`config.mk`:
```
export PLATFORM = sky130hd
export DESIGN_NAME = golden_dispatch_ctrl_flat
export DESIGN_NICKNAME = d
export VERILOG_FILES = /design/src/rtl/golden_logistics_pkg.sv /design/src/rtl/golden_dispatch_ctrl_if.sv /design/src/rtl/golden_timeout_timer.sv /design/src/rtl/golden_dispatch_ctrl.sv /design/src/flat_wrapper.sv
export SDC_FILE = /design/constraint.sdc
export NUM_CORES = 1
export LEC_CHECK = 0
export ABC_CLOCK_PERIOD_IN_PS = 1700
export CORE_ASPECT_RATIO = 2
export CORE_MARGIN = 2
export CORE_UTILIZATION = 45
export CTS_CLUSTER_SIZE = 14
export DETAILED_ROUTE_END_ITERATION = 10
export PLACE_DENSITY_LB_ADDON = 0.15
export SLEW_MARGIN = 20
export SYNTH_ARGS = -nofsm -noshare
export SYNTH_HDL_FRONTEND = slang
export SYNTH_SLANG_ARGS = --single-unit
export TNS_END_PERCENT = 50
```
`constraint.sdc`:
```
create_clock -name clk -period 1.7 [get_ports clk]
set_input_delay 0.34 -clock clk [delete_from_list [all_inputs] [get_ports clk]]
set_output_delay 0.34 -clock clk [all_outputs]
set_load 0.1 [all_outputs]
```
`src/rtl/golden_logistics_pkg.sv`:
```
// Shared types, defaults and helpers for the shipment dispatch controller.
// Optional statistics counters are enabled by defining GOLDEN_DISPATCH_STATS_EN.
package golden_logistics_pkg;

   localparam int DEF_ID_W           = 8;
   localparam int DEF_TIMEOUT_CYCLES = 64;
   localparam int DEF_MAX_RETRY      = 2;

   typedef enum logic [2:0] {
      IDLE         = 3'd0,
      CUSTOMS      = 3'd1,
      WAIT_TRANSIT = 3'd2,
      IN_TRANSIT   = 3'd3,
      REPORT       = 3'd4
   } dispatch_state_e;

   typedef struct packed {
      logic [DEF_ID_W-1:0] id;
      logic                ok;
   } done_status_t;

   function automatic logic [15:0] sat_inc16(input logic [15:0] value);
      return (value == 16'hFFFF) ? value : value + 16'd1;
   endfunction

endpackage

```
`src/rtl/golden_dispatch_ctrl_if.sv`:
```
// Order, customs, carrier and completion signals of the dispatch controller.
// Statistics signals exist only when GOLDEN_DISPATCH_STATS_EN is defined.
interface golden_dispatch_ctrl_if
   import golden_logistics_pkg::*;
#(
   parameter int ID_W = DEF_ID_W
);
   logic            order_valid;
   logic            order_ready;
   logic [ID_W-1:0] order_id;
   logic            customs_req;
   logic            customs_cleared;
   logic            transit_ready;
   logic            truck_depart;
   logic            delivery_confirmed;
   logic            done_valid;
   logic [ID_W-1:0] done_id;
   logic            done_ok;
   logic            busy;
`ifdef GOLDEN_DISPATCH_STATS_EN
   logic [15:0]     stat_delivered;
   logic [15:0]     stat_failed;
   logic [15:0]     stat_retries;
`endif

   // master is the environment side, slave is the controller
   modport master (
      output order_valid, order_id, customs_cleared, transit_ready, delivery_confirmed,
      input  order_ready, customs_req, truck_depart, done_valid, done_id, done_ok, busy
`ifdef GOLDEN_DISPATCH_STATS_EN
      , input stat_delivered, stat_failed, stat_retries
`endif
   );

   modport slave (
      input  order_valid, order_id, customs_cleared, transit_ready, delivery_confirmed,
      output order_ready, customs_req, truck_depart, done_valid, done_id, done_ok, busy
`ifdef GOLDEN_DISPATCH_STATS_EN
      , output stat_delivered, stat_failed, stat_retries
`endif
   );

endinterface

```
`src/rtl/golden_timeout_timer.sv`:
```
// Saturating in-transit timer: load clears it, enable counts, expired flags TIMEOUT_CYCLES-1.
module golden_timeout_timer #(
   parameter int TIMEOUT_CYCLES = 64
) (
   input  logic clk,
   input  logic rst_n,
   input  logic load,
   input  logic enable,
   output logic expired
);
   localparam int               CNT_W = (TIMEOUT_CYCLES > 1) ? $clog2(TIMEOUT_CYCLES) : 1;
   localparam logic [CNT_W-1:0] LAST  = CNT_W'(TIMEOUT_CYCLES - 1);

   logic [CNT_W-1:0] count_r;

   // count enabled cycles since the last load, parking at LAST instead of wrapping
   always_ff @(posedge clk or negedge rst_n) begin
      if (!rst_n) begin
         count_r <= {CNT_W{1'b0}};
      end else if (load) begin
         count_r <= {CNT_W{1'b0}};
      end else if (enable && (count_r != LAST)) begin
         count_r <= count_r + CNT_W'(1);
      end else begin
         count_r <= count_r;
      end
   end

   assign expired = (count_r == LAST);

endmodule

```
`src/rtl/golden_dispatch_ctrl.sv`:
```
// Sender-side shipment dispatch controller: customs, launch, confirmation wait, retry, report.
// Define GOLDEN_DISPATCH_STATS_EN to add delivered/failed/retry statistics counters.
module golden_dispatch_ctrl
   import golden_logistics_pkg::*;
#(
   parameter int ID_W           = DEF_ID_W,
   parameter int TIMEOUT_CYCLES = DEF_TIMEOUT_CYCLES,
   parameter int MAX_RETRY      = DEF_MAX_RETRY
) (
   input logic                   clk,
   input logic                   rst_n,
   golden_dispatch_ctrl_if.slave bus
);
   localparam int RETRY_W = (MAX_RETRY > 0) ? $clog2(MAX_RETRY + 1) : 1;

   dispatch_state_e    state_r;
   logic               customs_req_r;
   logic               truck_depart_r;
   logic               done_valid_r;
   logic [ID_W-1:0]    done_id_r;
   logic               done_ok_r;
   logic [ID_W-1:0]    order_id_r;
   logic [RETRY_W-1:0] retry_r;

   logic depart_s;
   logic in_transit_s;
   logic expired_s;
   logic timeout_s;
   logic retry_s;

   golden_timeout_timer #(.TIMEOUT_CYCLES(TIMEOUT_CYCLES)) u_timer (
      .clk     (clk),
      .rst_n   (rst_n),
      .load    (depart_s),
      .enable  (in_transit_s),
      .expired (expired_s)
   );

   // launch and timeout decisions; confirmation wins over an expiring timer
   always_comb begin
      in_transit_s = (state_r == IN_TRANSIT);
      depart_s     = (state_r == WAIT_TRANSIT) && bus.customs_cleared && bus.transit_ready;
      timeout_s    = in_transit_s && !bus.delivery_confirmed && expired_s;
      retry_s      = timeout_s && (retry_r < RETRY_W'(MAX_RETRY));
   end

   // dispatch state machine with registered handshake outputs
   always_ff @(posedge clk or negedge rst_n) begin
      if (!rst_n) begin
         state_r        <= IDLE;
         customs_req_r  <= 1'b0;
         truck_depart_r <= 1'b0;
         done_valid_r   <= 1'b0;
         done_id_r      <= {ID_W{1'b0}};
         done_ok_r      <= 1'b0;
         order_id_r     <= {ID_W{1'b0}};
         retry_r        <= {RETRY_W{1'b0}};
      end else begin
         truck_depart_r <= 1'b0;
         done_valid_r   <= 1'b0;
         case (state_r)
            IDLE: begin
               if (bus.order_valid) begin
                  order_id_r    <= bus.order_id;
                  retry_r       <= {RETRY_W{1'b0}};
                  customs_req_r <= 1'b1;
                  state_r       <= CUSTOMS;
               end
            end
            CUSTOMS: begin
               if (bus.customs_cleared) begin
                  state_r <= WAIT_TRANSIT;
               end
            end
            WAIT_TRANSIT: begin
               if (!bus.customs_cleared) begin
                  state_r <= CUSTOMS;
               end else if (depart_s) begin
                  truck_depart_r <= 1'b1;
                  state_r        <= IN_TRANSIT;
               end
            end
            IN_TRANSIT: begin
               if (bus.delivery_confirmed) begin
                  done_valid_r  <= 1'b1;
                  done_id_r     <= order_id_r;
                  done_ok_r     <= 1'b1;
                  customs_req_r <= 1'b0;
                  state_r       <= REPORT;
               end else if (retry_s) begin
                  retry_r <= retry_r + RETRY_W'(1);
                  state_r <= WAIT_TRANSIT;
               end else if (timeout_s) begin
                  done_valid_r  <= 1'b1;
                  done_id_r     <= order_id_r;
                  done_ok_r     <= 1'b0;
                  customs_req_r <= 1'b0;
                  state_r       <= REPORT;
               end
            end
            REPORT: begin
               state_r <= IDLE;
            end
            default: begin
               customs_req_r <= 1'b0;
               state_r       <= IDLE;
            end
         endcase
      end
   end

   assign bus.order_ready  = (state_r == IDLE);
   assign bus.busy         = (state_r != IDLE);
   assign bus.customs_req  = customs_req_r;
   assign bus.truck_depart = truck_depart_r;
   assign bus.done_valid   = done_valid_r;
   assign bus.done_id      = done_id_r;
   assign bus.done_ok      = done_ok_r;

`ifdef GOLDEN_DISPATCH_STATS_EN
   logic [15:0] stat_delivered_r;
   logic [15:0] stat_failed_r;
   logic [15:0] stat_retries_r;

   // outcome counters follow the registered completion pulse
   always_ff @(posedge clk or negedge rst_n) begin
      if (!rst_n) begin
         stat_delivered_r <= 16'd0;
         stat_failed_r    <= 16'd0;
         stat_retries_r   <= 16'd0;
      end else begin
         if (done_valid_r && done_ok_r) begin
            stat_delivered_r <= sat_inc16(stat_delivered_r);
         end
         if (done_valid_r && !done_ok_r) begin
            stat_failed_r <= sat_inc16(stat_failed_r);
         end
         if (retry_s) begin
            stat_retries_r <= sat_inc16(stat_retries_r);
         end
      end
   end

   assign bus.stat_delivered = stat_delivered_r;
   assign bus.stat_failed    = stat_failed_r;
   assign bus.stat_retries   = stat_retries_r;
`endif

endmodule

```
`src/flat_wrapper.sv`:
```
// flat-port wrapper written by rule: the top's interface ports become plain ports
module golden_dispatch_ctrl_flat import golden_logistics_pkg::*;
#(
   parameter int ID_W           = DEF_ID_W,
   parameter int TIMEOUT_CYCLES = DEF_TIMEOUT_CYCLES,
   parameter int MAX_RETRY      = DEF_MAX_RETRY
)
  (clk, rst_n, bus_order_valid, bus_order_id, bus_customs_cleared, bus_transit_ready, bus_delivery_confirmed, bus_order_ready, bus_customs_req, bus_truck_depart, bus_done_valid, bus_done_id, bus_done_ok, bus_busy);
  golden_dispatch_ctrl_if #(.ID_W(ID_W)) bus_i ();
  input logic clk;
  input logic rst_n;
  input wire logic [$bits(bus_i.order_valid)-1:0] bus_order_valid;
  input wire logic [$bits(bus_i.order_id)-1:0] bus_order_id;
  input wire logic [$bits(bus_i.customs_cleared)-1:0] bus_customs_cleared;
  input wire logic [$bits(bus_i.transit_ready)-1:0] bus_transit_ready;
  input wire logic [$bits(bus_i.delivery_confirmed)-1:0] bus_delivery_confirmed;
  output wire logic [$bits(bus_i.order_ready)-1:0] bus_order_ready;
  output wire logic [$bits(bus_i.customs_req)-1:0] bus_customs_req;
  output wire logic [$bits(bus_i.truck_depart)-1:0] bus_truck_depart;
  output wire logic [$bits(bus_i.done_valid)-1:0] bus_done_valid;
  output wire logic [$bits(bus_i.done_id)-1:0] bus_done_id;
  output wire logic [$bits(bus_i.done_ok)-1:0] bus_done_ok;
  output wire logic [$bits(bus_i.busy)-1:0] bus_busy;
  assign bus_i.order_valid = bus_order_valid;
  assign bus_i.order_id = bus_order_id;
  assign bus_i.customs_cleared = bus_customs_cleared;
  assign bus_i.transit_ready = bus_transit_ready;
  assign bus_i.delivery_confirmed = bus_delivery_confirmed;
  assign bus_order_ready = bus_i.order_ready;
  assign bus_customs_req = bus_i.customs_req;
  assign bus_truck_depart = bus_i.truck_depart;
  assign bus_done_valid = bus_i.done_valid;
  assign bus_done_id = bus_i.done_id;
  assign bus_done_ok = bus_i.done_ok;
  assign bus_busy = bus_i.busy;
  golden_dispatch_ctrl #(.ID_W(ID_W), .TIMEOUT_CYCLES(TIMEOUT_CYCLES), .MAX_RETRY(MAX_RETRY)) u_core (.clk(clk), .rst_n(rst_n), .bus(bus_i));
endmodule
```
# Word-level counts from Yosys, hierarchy flattened
# Index checks and enable logic that the tools add are counted.
dict set report op_classes {
  muxes 30
  n_mul 0
  addsub 2
  order_cmp 1
  div_mod_pow 0
  eq_ne 15
  shift 0
  n_reduce_logical 18
  bitwise_logic 1
}
# cell n
set op_table {}
lappend op_table {{two-way mux 8 bit} 3}
lappend op_table {{two-way mux 3 bit} 7}
lappend op_table {{two-way mux 1 bit} 12}
lappend op_table {{two-way mux 6 bit} 2}
lappend op_table {{one-hot mux 3 bit (4 select lines)} 1}
lappend op_table {{AND reduction 4 bit} 3}
lappend op_table {{!= test 2 bit (second input constant)} 4}
lappend op_table {{adder 6 x 1 -> 6 bit (second input constant)} 1}
lappend op_table {{equality test 3 x 2 -> 1 bit (second input constant)} 2}
lappend op_table {{equality test 6 bit (second input constant)} 1}
lappend op_table {{logical AND 1 bit} 6}
lappend op_table {{two-way mux 2 bit} 3}
lappend op_table {{!= test 3 x 2 -> 1 bit (second input constant)} 2}
lappend op_table {{!= test 6 bit (second input constant)} 1}
lappend op_table {{nonzero test 2 bit} 3}
lappend op_table {{!= test 4 x 2 -> 1 bit (second input constant)} 1}
lappend op_table {{one-hot mux 2 bit (2 select lines)} 1}
lappend op_table {{equality test 3 x 1 -> 1 bit (second input constant)} 1}
lappend op_table {{equality test 3 bit (second input constant)} 1}
lappend op_table {{logical NOT 3 bit} 1}
lappend op_table {{!= test 3 bit (second input constant)} 1}
lappend op_table {{one-hot mux 1 bit (3 select lines)} 1}
lappend op_table {{AND reduction 3 bit} 1}
lappend op_table {{nonzero test 3 bit} 1}
lappend op_table {{7 further kinds} 7}
dict set report word_totals {
  rom_bits 0
  in_bits 14
  regBits 31
  ram_bits 0
  latchBits 0
  mem_count 0
  word_cells 76
}

# Logic depth before layout (Yosys ltp)
# Gate-level depths: netlist of the first run.
dict set report depth {
  word_depth 7
  mapped_depth 6
  ltp_nobuf 5
}

# By module
# Synthesis of the first run repeated with hierarchy kept, for this count alone.
dict set report unflattened {
  hier_cells 112
  area_unflattened_um2 1421.4
}
# module seq_area_each_um2 area_each_um2 n_inst cells_each
set modules_own_cells {}
lappend modules_own_cells {golden_dispatch_ctrl 625.6 1079.8 1 80}
lappend modules_own_cells {golden_timeout_timer 150.1 341.6 1 32}

# Least setup slack after synthesis of the first run
# Ideal clock, no wire load.
dict set report synth_timing {
  kind {register -> output}
  startpoint {register u_core.state_r[2]}
  endpoint {output bus_order_ready}
  stages_incl_launch_ff 4
  slack_ns -0.716
  arrival_time_ns 2.076
  n_path_buf 1
  required_time_ns 1.360
  cell_sequence {dfrtp_1 > clkbuf_1 > or3_1 > inv_1}
}
dict set report synth_via {
  elab_chain_len 1
}
# item line
set synth_rtl {}
lappend synth_rtl {{from (decl)} golden_dispatch_ctrl.sv:16} ;# dispatch_state_e state_r;
lappend synth_rtl {{from (signal assigned)} golden_dispatch_ctrl.sv:50} ;# state_r <= IDLE;
lappend synth_rtl {{from (signal assigned)} golden_dispatch_ctrl.sv:67} ;# state_r <= CUSTOMS;
lappend synth_rtl {{from (signal assigned)} golden_dispatch_ctrl.sv:72} ;# state_r <= WAIT_TRANSIT;
lappend synth_rtl {{logical NOT 3 bit} golden_dispatch_ctrl.sv:112} ;# assign bus.order_ready = (state_r == IDLE);
lappend synth_rtl {{to (decl)} flat_wrapper.sv:17} ;# output wire logic [$bits(bus_i.order_ready)-1:0] bus_order_ready;
# Every way passes these cells.

# Worst setup path after layout of the first run
dict set report layout_timing {
  startpoint {register u_core.state_r[1]}
  endpoint {output bus_order_ready}
}
# The elaborated chain is that of the path after synthesis.

==> metrics.md, run 1 <==
| Metric | Value |
|---|---|
| YS warnings | 0 |
| CTS sink cnt | 31 |
| Final Hold Viols | 0 |
| Initial DRC count | 16 |
| Worst-Margin Slew | 402 ps |
| Most common cell in the netlist | dfrtp_1 |
| Syn avg cell area | 12.2 um2 |
| Post-synth top area cell | dfrtp_1 |
| Finish-stage setup viols | 1 |
| CTS Buf Count | 5 |
| Register area share after synthesis | 56.2% |
| Busiest grt layer | met2 |
| Yosys top cell area share | 56.2% |
| Period Utilization, post-route | 101% |
| Crit. End Element | primary output |
| Status | finished with violations |
| R2r worst-path depth | 6 |
| Diode insertion count for antenna repair | 0 |
| Post-Route WL | 3050 um |
| Gr usage total | 19.9% |
| Failing checks | setup timing |
| RSZ-0062 raised after global routing | yes |
| Post-synth top cells | dfrtp_1 (31), mux2_2 (16), nor2_1 (9) |
| Maximum number of pins on one net before global-route repair | 32 |
| HP Class | in -> async |
| Top FF cell, synth | dfrtp_1 |
| Kind of critical path | reg -> out |
| Sequential Area | 778 um2 |
| Core box area | 0.00294 mm2 |
| DRC Markers | 0 |
| Maxcap violations | 0 |
| Pins Over Slew Limit | 0 |
| Dpl hpwl | 2120 um |
| Min Tclk post-route | 1710 ps |
| Synth cell types | 33 |
| Initial Utilization | 46.9% |
| Relative slew slack | 72.5% |
| Setup Skew | 7.17 ps |
| Crit path DAT | 1370 ps |
| Layout cells sized above 1 | 40.6% |
| Routability-driven placement congestion ratio | 0.851 |
| Multi-input logic area | 586 um2 |
| Final antenna-violating net count | 0 |
| CP max FO | 2 |
| CTS tree | built |
| FFs w/ async S/R, synth | 100% |
| Met1 usage | 19.5% |
| Vias per inst | 5.51 |
| Clk buf depth | 2 |
| Worst Slack Setup Final | -13.9 ps |
| Fmax | 583 MHz |
| Initial antenna violation count | 0 |
| Count of input and output buffers | 27 |
| Drt first pass iters | 4 |
| Die Wd | 43.2 um |
| Worst-path clk slew | 60 ps |
| Cells after synthesis | 113 |
| Cell area after layout | 0.00206 mm2 |
| FF+latch count, synth | 31 |
| Cell area after placement | 0.00190 mm2 |
| Post-Syn Nets | 128 |
| Via Count | 1,047 |
| Final nets | 175 |
| Worst EP required | 1360 ps |
| Area contributors post-synth | dfrtp_1 (56%), mux2_2 (13%), a21oi_1 (2.5%), nor2_1 (2.4%), o21ai_0 (2.2%) |
| Htree depth | 2 |
| Die Height | 82.3 um |
| Root Buffer | clkbuf_8 |
| Syn-to-layout area delta | 49.1% |
| Top Ports | 28 |
| Mapped cell area | 0.00138 mm2 |
| CP Launch Type | flip-flop |
| First-pass GRT wire length | 5100 um |
| Row cnt | 28 |
| Fillers | 218 |
| WL/cell | 16.0 um |
| Post-synth EDFFs | 0 |
| Clk_lat worst skew | 280 ps |
| GRT met3 Usage | 5.43% |
| Grt met2 use | 35.2% |
| Total global routing overflow | 0 |
| Vias in the first global route | 1,134 |
| Die area | 0.00355 mm2 |
[timing repair]
item                                   in CTS  in global routing
pin swaps                                   3                  3
setup endpoints to repair                  10                 22
endpoints found under the hold margin       0                  0
setup buffers                               4                  2
hold buffers                                0                  0
resized for setup                           3                  3
[worst paths after layout]
path,from,to,slack (ps)
min in group clk,u_core.retry_r[0]$_DFFE_PN0P_,u_core.retry_r[0]$_DFFE_PN0P_,500
worst max-delay path,u_core.state_r[1]$_DFFE_PN0P_,bus_order_ready,-10
worst min-delay path,rst_n,u_core.u_timer.count_r[2]$_DFFE_PN0P_,450
worst min register to register,u_core.retry_r[0]$_DFFE_PN0P_,u_core.retry_r[0]$_DFFE_PN0P_,500
max in group asynchronous,rst_n,u_core.state_r[1]$_DFFE_PN0P_,940
worst max register to register,u_core.u_timer.count_r[0]$_DFFE_PN0P_,u_core.bus.done_id[6]$_DFFE_PN0P_,70
[through the flow]
stage | worst slack [ps] | util (%) | std cells | TNS [ps] | hold slack, ps
2_1_floorplan | -68.9 | - | 113 | -68.9 | 44.4
4_1_cts | -23.9 | 69.1 | 188 | -23.9 | 462
5_1_grt | -53.8 | 69.9 | 190 | -53.8 | 484
3_5_place_dp | -226 | 64.6 | 177 | -2160 | 491
3_3_place_gp | -188 | 64.6 | 177 | -1610 | 459
6_report | -13.9 | 69.9 | 190 | -13.9 | 445
[placed cells by master (no fill, tap or decap), drive strengths merged, types with 2 or more instances in the layout]
| cell type | count |
|---|---|
| nor2 | 10 |
| nand3 | 2 |
| and4 | 2 |
| dfrtp | 31 |
| nor3b | 2 |
| mux2 | 16 |
| buf | 32 |
| a311oi | 2 |
| or3 | 4 |
| nor2b | 3 |
| nand2 | 6 |
| clkbuf | 6 |
| a21oi | 7 |
| o21ai | 6 |
| clkdlybuf4s50 | 13 |
| nand3b | 2 |
[critical path, stage by stage (launching register included)]
cell	delay (ps)
dfrtp_2	400
or3_4	420
clkinvlp_4	100
buf_12	170
[state kept, by name (all words and copies together) (netlist names)]
signal	cells
u_core.bus.customs_req	1
u_core.bus.done_id	8
u_core.bus.done_ok	1
u_core.bus.done_valid	1
u_core.bus.truck_depart	1
u_core.order_id_r	8
u_core.retry_r	2
u_core.state_r	3
u_core.u_timer.count_r	6
[cell type report]
| cell class | count | share of cell area (%) |
|---|---|---|
| Sequential cell | 31 | 37.8 |
| Multi-Input combinational cell | 75 | 28.4 |
| Timing Repair Buffer | 45 | 27.1 |
| Clock buffer | 6 | 4.01 |
| Tap cell | 30 | 1.82 |
| Inverter | 2 | 0.547 |
| Clock inverter | 1 | 0.243 |
[cells by family (layout without fill, tap and decap cells)]
group                    Yosys count  after routing  share of synthesized area [%]
AND/OR/NAND/NOR                   35             35                           15.5
flip-flops                        31             31                           56.2
AO/OA/AOI/OAI                     21             21                           10.5
multiplexers                      17             17                           13.8
buffers and inverters              7             54                           2.45
adder cells (fa/ha/maj)            1              1                          0.906
XOR/XNOR                           1              1                          0.635
[layer usage]
metal  part of all wire [%]  vias up
met5                      0        -
met4                    3.6        0
met3                    3.9       11
met2                     57       32
met1                     35      508
li1                       -      496
Power of run 1 is not shown: default switching activity piles up to over one toggle a cycle in this logic, so the estimate is an artifact.
==> run 2, diff against run 1 <==
--- a/config.mk
+++ b/config.mk
@@ -5,10 +5,10 @@
 export SDC_FILE = /design/constraint.sdc
 export NUM_CORES = 1
 export LEC_CHECK = 0
-export ABC_CLOCK_PERIOD_IN_PS = 1700
-export CORE_ASPECT_RATIO = 2
+export ABC_CLOCK_PERIOD_IN_PS = 2050
+export CAP_MARGIN = 20
 export CORE_MARGIN = 2
-export CORE_UTILIZATION = 45
+export CORE_UTILIZATION = 54
 export CTS_CLUSTER_SIZE = 14
 export DETAILED_ROUTE_END_ITERATION = 10
 export PLACE_DENSITY_LB_ADDON = 0.15
==> constraint.sdc (replaced) <==
create_clock -name clk -period 2.05 [get_ports clk]
set_input_delay 0.41 -clock clk [delete_from_list [all_inputs] [get_ports clk]]
set_output_delay 0.41 -clock clk [all_outputs]
set_load 0.1 [all_outputs]
==> run 2 against run 1 <==
Compared with the run above: the run now ends clean; critical path depth did not move; global-route usage shrank 1.4 points; core utilization increased by 1.3 points; flip-flop and latch count unchanged; register-to-register slack better by 100 ps; hold slack improved by 28 ps; critical path type unchanged; sequential share of layout area up 6.6 points; critical endpoint unchanged; clock-buffer cell count rose by 1; via count down 9.9%; die area decreased by 16%; non-clock buffer count decreased by 16.
==> metrics.md, run 2 (same netlist as run 1, synthesis figures left out) <==
| Metric | Value |
|---|---|
| Status | completed |
| Slowest CP cell | dfrtp_1 |
| Top Family by Delay on Critical Path | flip-flops |
| Worst EP required | 1640 ps (+280 ps) |
| Root Buffer | clkbuf_4 |
| Slowest Stage Delay on Critical Path | 480 ps (+60 ps) |
| Die area | 0.00298 mm2 (-16%) |
| Postcts setup bufs | 0 (-4) |
| Top Ports | 28 (unchanged) |
| Gr usage total | 18.5% (-1.4 points) |
| Cell area after placement | 0.00168 mm2 (-12%) |
| Routability-driven placement congestion ratio | 0.742 (-13%) |
| Most common cell after layout, fill and taps aside | dfrtp_1 |
| Dpl hpwl | 1740 um (-18%) |
| Count of input and output buffers | 27 (unchanged) |
| Met1 usage | 21.6% (+2.1 points) |
| CP max FO | 8 (+6) |
| Row cnt | 18 (-36%) |
| Initial DRC count | 3 (-13) |
| Post-route setup TNS | 0 ps (+13.9 ps) |
| Worst path cell trace | or3_4 -> clkinvlp_4 -> buf_12 |
| R2R Path Start | u_core.u_timer.count_r[0]$_DFFE_PN0P_ |
| Min Tclk post-route | 1930 ps |
| CTS sink cnt | 31 (unchanged) |
| Worst-Margin Slew | 466 ps (+63.8 ps) |
| Busiest grt layer | met2 |
| CTS tree | built |
| Cell area after layout | 0.00175 mm2 (-15%) |
| Worst reg2reg setup slack | 170 ps (+100 ps) |
| Total global routing overflow | 0 (unchanged) |
| Final antenna-violating net count | 0 (unchanged) |
| Die Height | 54.6 um (-34%) |
| DRC Markers | 0 (unchanged) |
| Fmax | 518 MHz |
| Drt first pass iters | 4 (unchanged) |
| Worst Slack Setup Final | 121 ps (+135 ps) |
| Pins Over Slew Limit | 0 (unchanged) |
| Grt met2 use | 30.5% (-4.7 points) |
| GRT met3 Usage | 7.92% (+2.5 points) |
| Vias in the first global route | 913 (-19%) |
| Htree depth | 2 (unchanged) |
| Die Wd | 54.6 um (+26%) |
| CP Depth | 3 (unchanged) |
| Post-cts sizing count | 0 (-3) |
| Final Hold Viols | 0 (unchanged) |
| Worst setup path startpoint | u_core.state_r[2]$_DFFE_PN0P_ |
| Crit path to | bus_order_ready |
| Final nets | 159 (-9.1%) |
| Crit path buffers/inverters | 2 (unchanged) |
| Diode insertion count for antenna repair | 0 (unchanged) |
| Core box area | 0.00245 mm2 (-17%) |
| Maxcap violations | 0 (unchanged) |
| HP Class | in -> async |
| Via Count | 943 (-9.9%) |
| First-pass GRT wire length | 3790 um (-26%) |
| Clk_lat worst skew | 320 ps (+40 ps) |
| Post-Route WL | 2390 um (-22%) |
| Layout cells sized above 1 | 31.7% (-8.9 points) |
| RSZ-0062 raised after global routing | no |
| Kind of critical path | reg -> out |
| Maximum number of pins on one net before global-route repair | 32 (unchanged) |
| Syn-to-layout area delta | 26.7% |
| WL/cell | 13.6 um (-15%) |
| FF-to-FF End | u_core.bus.done_id[1]$_DFFE_PN0P_ |
| R2r worst-path depth | 5 (-1) |
| Finish-stage setup viols | 0 (-1) |
| CTS Buf Count | 5 (unchanged) |
| Worst-path clk slew | 100 ps (+40 ps) |
| Relative slew slack | 68.8% (-3.7 points) |
| Crit. End Element | primary output |
| Setup Skew | 13.1 ps (+5.90 ps) |
| Crit path DAT | 1520 ps (+150 ps) |
| Initial antenna violation count | 0 (unchanged) |
| Clk buf depth | 2 (unchanged) |
| Initial Utilization | 56.2% (+9.3 points) |
| Most frequent cells in the layout | dfrtp_1 (31), mux2_2 (16), buf_4 (14) |
| Hold buffers post-CTS | 0 (unchanged) |
| Period Utilization, post-route | 94.1% |
| Vias per inst | 5.39 (-2.2%) |
| CP Launch Type | flip-flop |
| Worst slack, placed | 36.9 ps (+263 ps) |
run 2: cell types whose count changed in the layout (fill, tap and decap cells not counted), moves of 2 or more:
cell      previous run  this run
clkbuf_8             6         2
buf_4               17        14
dfrtp_1             29        31
buf_12              15         2
clkbuf_4             0         5
dfrtp_2              2         0
run 2: worst min-delay path by stage:
| stage | from | end | slack, ps | cells past startpoint |
|---|---|---|---|---|
| after global routing | rst_n | u_core.state_r[2]$_DFFE_PN0P_ | 500 | 2 |
| final | rst_n | u_core.state_r[2]$_DFFE_PN0P_ | 470 | 2 |
| after detailed placement | u_core.retry_r[0]$_DFFE_PN0P_ | u_core.retry_r[0]$_DFFE_PN0P_ | 470 | 1 |
| after floorplan | rst_n | u_core.bus.customs_req$_DFFE_PN0P_ | 110 | 0 |
| after CTS | rst_n | u_core.bus.done_id[3]$_DFFE_PN0P_ | 470 | 2 |
| after global placement | u_core.retry_r[0]$_DFFE_PN0P_ | u_core.retry_r[0]$_DFFE_PN0P_ | 470 | 1 |
run 2: final cells by class:
type / count / area (um2)
repair buffers: 29 / 275
multi-input cells: 75 / 576
flip-flops and latches: 31 / 776
clock inverters: 1 / 7.51
clock buffers: 7 / 65.1
fillers: 190 / 707
inverters: 2 / 11.3
well taps: 30 / 37.5
run 2: layer usage:
metal  vias up  share of wire, %
met5         -                 0
met4         0               1.1
met3         5               5.2
met2        21                48
met1       445                45
li1        472                 -
run 2: worst reg2reg max path: cells and delay by family, from the launching register on:
family                     cells  cell delay, ps
and+or+nand+nor                2             620
AOI/OAI and AO/OA              1             140
adders and majority gates      1             220
DFF                            1             410
muxes                          1             390
run 2: through the flow:
step | instances | hold slack (ps) | util (%)
floorplan | 113 | 114 | -
global placement | 167 | 467 | 68.2
detailed placement | 167 | 473 | 68.2
CTS | 175 | 472 | 71.2
global route | 175 | 497 | 71.2
finish | 175 | 473 | 71.2
Power of run 2 is left out for the same reason.
==> run 3, diff against run 2 <==
--- a/config.mk
+++ b/config.mk
@@ -5,8 +5,10 @@
 export SDC_FILE = /design/constraint.sdc
 export NUM_CORES = 1
 export LEC_CHECK = 0
+export ABC_AREA = 1
 export ABC_CLOCK_PERIOD_IN_PS = 2050
 export CAP_MARGIN = 20
+export CORE_ASPECT_RATIO = 2
 export CORE_MARGIN = 2
 export CORE_UTILIZATION = 54
 export CTS_CLUSTER_SIZE = 14
@@ -16,4 +18,3 @@
 export SYNTH_ARGS = -nofsm -noshare
 export SYNTH_HDL_FRONTEND = slang
 export SYNTH_SLANG_ARGS = --single-unit
-export TNS_END_PERCENT = 50
==> run 3 against run 2 <==
Compared with the run above: highest routed layer unchanged; critical path type unchanged; global-route usage increased by 6.0 points; largest cell class unchanged; wire length increased by 32%; worst setup slack improved by 76 ps; die area increased by 6.3%; final area increased by 5.5%; hold slack got worse by 1.6 ps; clock-buffer cell count increased by 1; core utilization increased by 0.56 points.
==> metrics.md, run 3 <==
| Metric | Value |
|---|---|
| Status | completed |
| Root Buffer | clkbuf_8 |
| Total Power | 3370 uW |
| HP Class | reg -> reg |
| Period Utilization, post-route | 90.4% (-3.7 points) |
| Pins Over Slew Limit | 0 (unchanged) |
| Total global routing overflow | 0 (unchanged) |
| Worst-Margin Slew | 431 ps (-35.2 ps) |
| Core box area | 0.00257 mm2 (+4.7%) |
| First-pass GRT wire length | 5240 um (+38%) |
| R2r worst-path depth | 8 (+3) |
| Die area | 0.00316 mm2 (+6.3%) |
| Clk buf depth | 2 (unchanged) |
| Top Ports | 28 (unchanged) |
| Cell area after layout | 0.00184 mm2 (+5.5%) |
| Die Wd | 40.8 um (-25%) |
| Syn-to-layout area delta | 26.2% |
| Dpl hpwl | 2370 um (+36%) |
| WHS | 472 ps (-1.57 ps) |
| Mapped cell area | 0.00146 mm2 (+5.9%) |
| Cells after synthesis | 184 (+63%) |
| Min Tclk post-route | 1850 ps (-76.1 ps) |
| Gr usage total | 24.5% (+6.0 points) |
| YS warnings | 0 (unchanged) |
| Routability-driven placement congestion ratio | 0.745 (+0.35%) |
| Postcts setup bufs | 0 (unchanged) |
| CTS Buf Count | 5 (unchanged) |
| Fmax | 540 MHz (+4.1%) |
| Register area share after synthesis | 53.1% (-3.1 points) |
| R2R Path Start | u_core.state_r[0]$_DFFE_PN0P_ |
| Top FF cell, synth | dfrtp_1 |
| Count of input and output buffers | 27 (unchanged) |
| Final Hold Viols | 0 (unchanged) |
| PwrDens | 1830 mW/mm2 |
| Crit path DAT | 1440 ps (-80 ps) |
| Peak supply drop | 0.00142 V |
| Initial Utilization | 56.9% (+0.65 points) |
| WL/cell | 12.8 um (-5.8%) |
| Most common cell in the netlist | nand2_1 |
| Setup Skew | 6.25 ps (-6.82 ps) |
| Worst path cell trace | nor2_2 -> nand2_2 -> inv_4 -> buf_12 |
| Worst reg2reg setup slack | 330 ps (+160 ps) |
| Area contributors post-synth | dfrtp_1 (53%), nand2_1 (22%), nand3_1 (3.8%), inv_1 (3.1%), nand4_1 (3.0%) |
| Post-synth EDFFs | 0 (unchanged) |
| Hold buffers post-CTS | 0 (unchanged) |
| FFs w/ async S/R, synth | 100% (unchanged) |
| Post-Route WL | 3160 um (+32%) |
| Most frequent cells in the layout | nand2_1 (87), dfrtp_1 (31), clkdlybuf4s50_1 (13), buf_4 (13), inv_1 (12) |
| Min-delay src | u_core.order_id_r[7]$_DFFE_PN0P_ |
| Vias in the first global route | 1,288 (+41%) |
| Post-Syn Nets | 199 (+55%) |
| Post-synth top cells | nand2_1 (87), dfrtp_1 (31), inv_1 (12) |
| FF-to-FF End | u_core.retry_r[1]$_DFFE_PN0P_ |
| Diode insertion count for antenna repair | 0 (unchanged) |
| DRC Markers | 0 (unchanged) |
| Vias per inst | 5.15 (-4.3%) |
| RSZ-0062 raised after global routing | no |
| Kind of critical path | reg -> out |
| Post-synth top area cell | dfrtp_1 |
| Worst-path clk slew | 60 ps (-40 ps) |
| Initial antenna violation count | 0 (unchanged) |
| Worst EP required | 1640 ps (about the same) |
| Die Height | 77.6 um (+42%) |
| Post-route setup TNS | 0 ps (unchanged) |
| Final core occ | 71.8% (+0.56 points) |
| Leakage | 0.00102 uW |
| Maxcap violations | 0 (unchanged) |
| CTS tree | built |
| FF+latch count, synth | 31 (unchanged) |
| Relative slew slack | 71.2% (+2.4 points) |
| Drt first pass iters | 4 (unchanged) |
| Post-cts sizing count | 0 (unchanged) |
| Syn avg cell area | 7.94 um2 (-35%) |
| CTS sink cnt | 31 (unchanged) |
| Htree depth | 2 (unchanged) |
| CP Launch Type | flip-flop |
| Synth cell types | 19 (-42%) |
| Slowest CP cell | dfrtp_1 |
| Maximum number of pins on one net before global-route repair | 32 (unchanged) |
| Final nets | 232 (+46%) |
| CP max FO | 7 (-1) |
| Row cnt | 26 (+8) |
| Via Count | 1,268 (+34%) |
| Slowest Stage Delay on Critical Path | 470 ps (about the same) |
| Crit path to | bus_order_ready |
| Yosys top cell area share | 53.1% (-3.1 points) |
| Worst setup path startpoint | u_core.state_r[0]$_DFFE_PN0P_ |
| Most common cell after layout, fill and taps aside | nand2_1 |
| Initial DRC count | 20 (+17) |
| Cell area after placement | 0.00174 mm2 (+4.1%) |
| Crit. End Element | primary output |
| Layout cells sized above 1 | 16.5% (-15 points) |
| Finish-stage setup viols | 0 (unchanged) |
| Fillers | 201 (+5.8%) |
| Final antenna-violating net count | 0 (unchanged) |
| Clk_lat worst skew | 290 ps (-30 ps) |
[run 3: logic make-up after synthesis]
| family | share of synthesized area, % |
|---|---|
| fa+ha+maj | 0.856 |
| xor+xnor | 1.20 |
| compound gates | 2.05 |
| buf+inv | 6.85 |
| simple gates | 36.0 |
| flops | 53.1 |
[run 3: worst max-delay path: cells and delay by family, from the launching register on]
family        cells  cell delay, ps
flops             1             470
simple gates      2             420
buf+inv           2             260
[run 3: per-stage QoR]
stage,instances,setup WS [ps]
floorplan,184,104
global placement,238,344
detailed placement,238,285
CTS,246,193
global route,246,130
finish,246,197
[run 3: worst min-delay path by stage]
| stage | to | slack, ps | cells after the start |
|---|---|---|---|
| 6_report | u_core.bus.done_id[7]$_DFFE_PN0P_ | 470 | 2 |
| 3_3_place_gp | u_core.bus.done_id[2]$_DFFE_PN0P_ | 450 | 2 |
| 4_1_cts | u_core.bus.done_id[7]$_DFFE_PN0P_ | 470 | 2 |
| 5_1_grt | u_core.bus.done_id[2]$_DFFE_PN0P_ | 500 | 2 |
| 2_1_floorplan | u_core.bus.customs_req$_DFFE_PN0P_ | 110 | 0 |
| 3_5_place_dp | u_core.bus.done_id[7]$_DFFE_PN0P_ | 460 | 2 |
[run 3: final cells by class]
class / count / area, um2 / area share, %
inverters: 20 / 80.1 / 4.34
clock buffers: 8 / 100 / 5.43
multi-input cells: 131 / 586 / 31.8
flip-flops and latches: 31 / 776 / 42.1
repair buffers: 28 / 268 / 14.5
well taps: 28 / 35.0 / 1.90
[run 3: where the power goes]
| group | internal (uW) | switching (uW) | total [uW] |
|---|---|---|---|
| logic | 467 | 1320 | 1790 |
| clock network | 306 | 222 | 527 |
| registers | 856 | 203 | 1060 |
[run 3: metal layers]
metal	part of all wire, %	vias to the layer above	global-route usage (%)
li1	-	635	-
met1	36	600	24.0
met2	58	26	42.7
met3	3.5	7	6.29
met4	2.3	0	11.3
met5	0	-	0
Note: power is estimated with default switching activity, not from simulation.
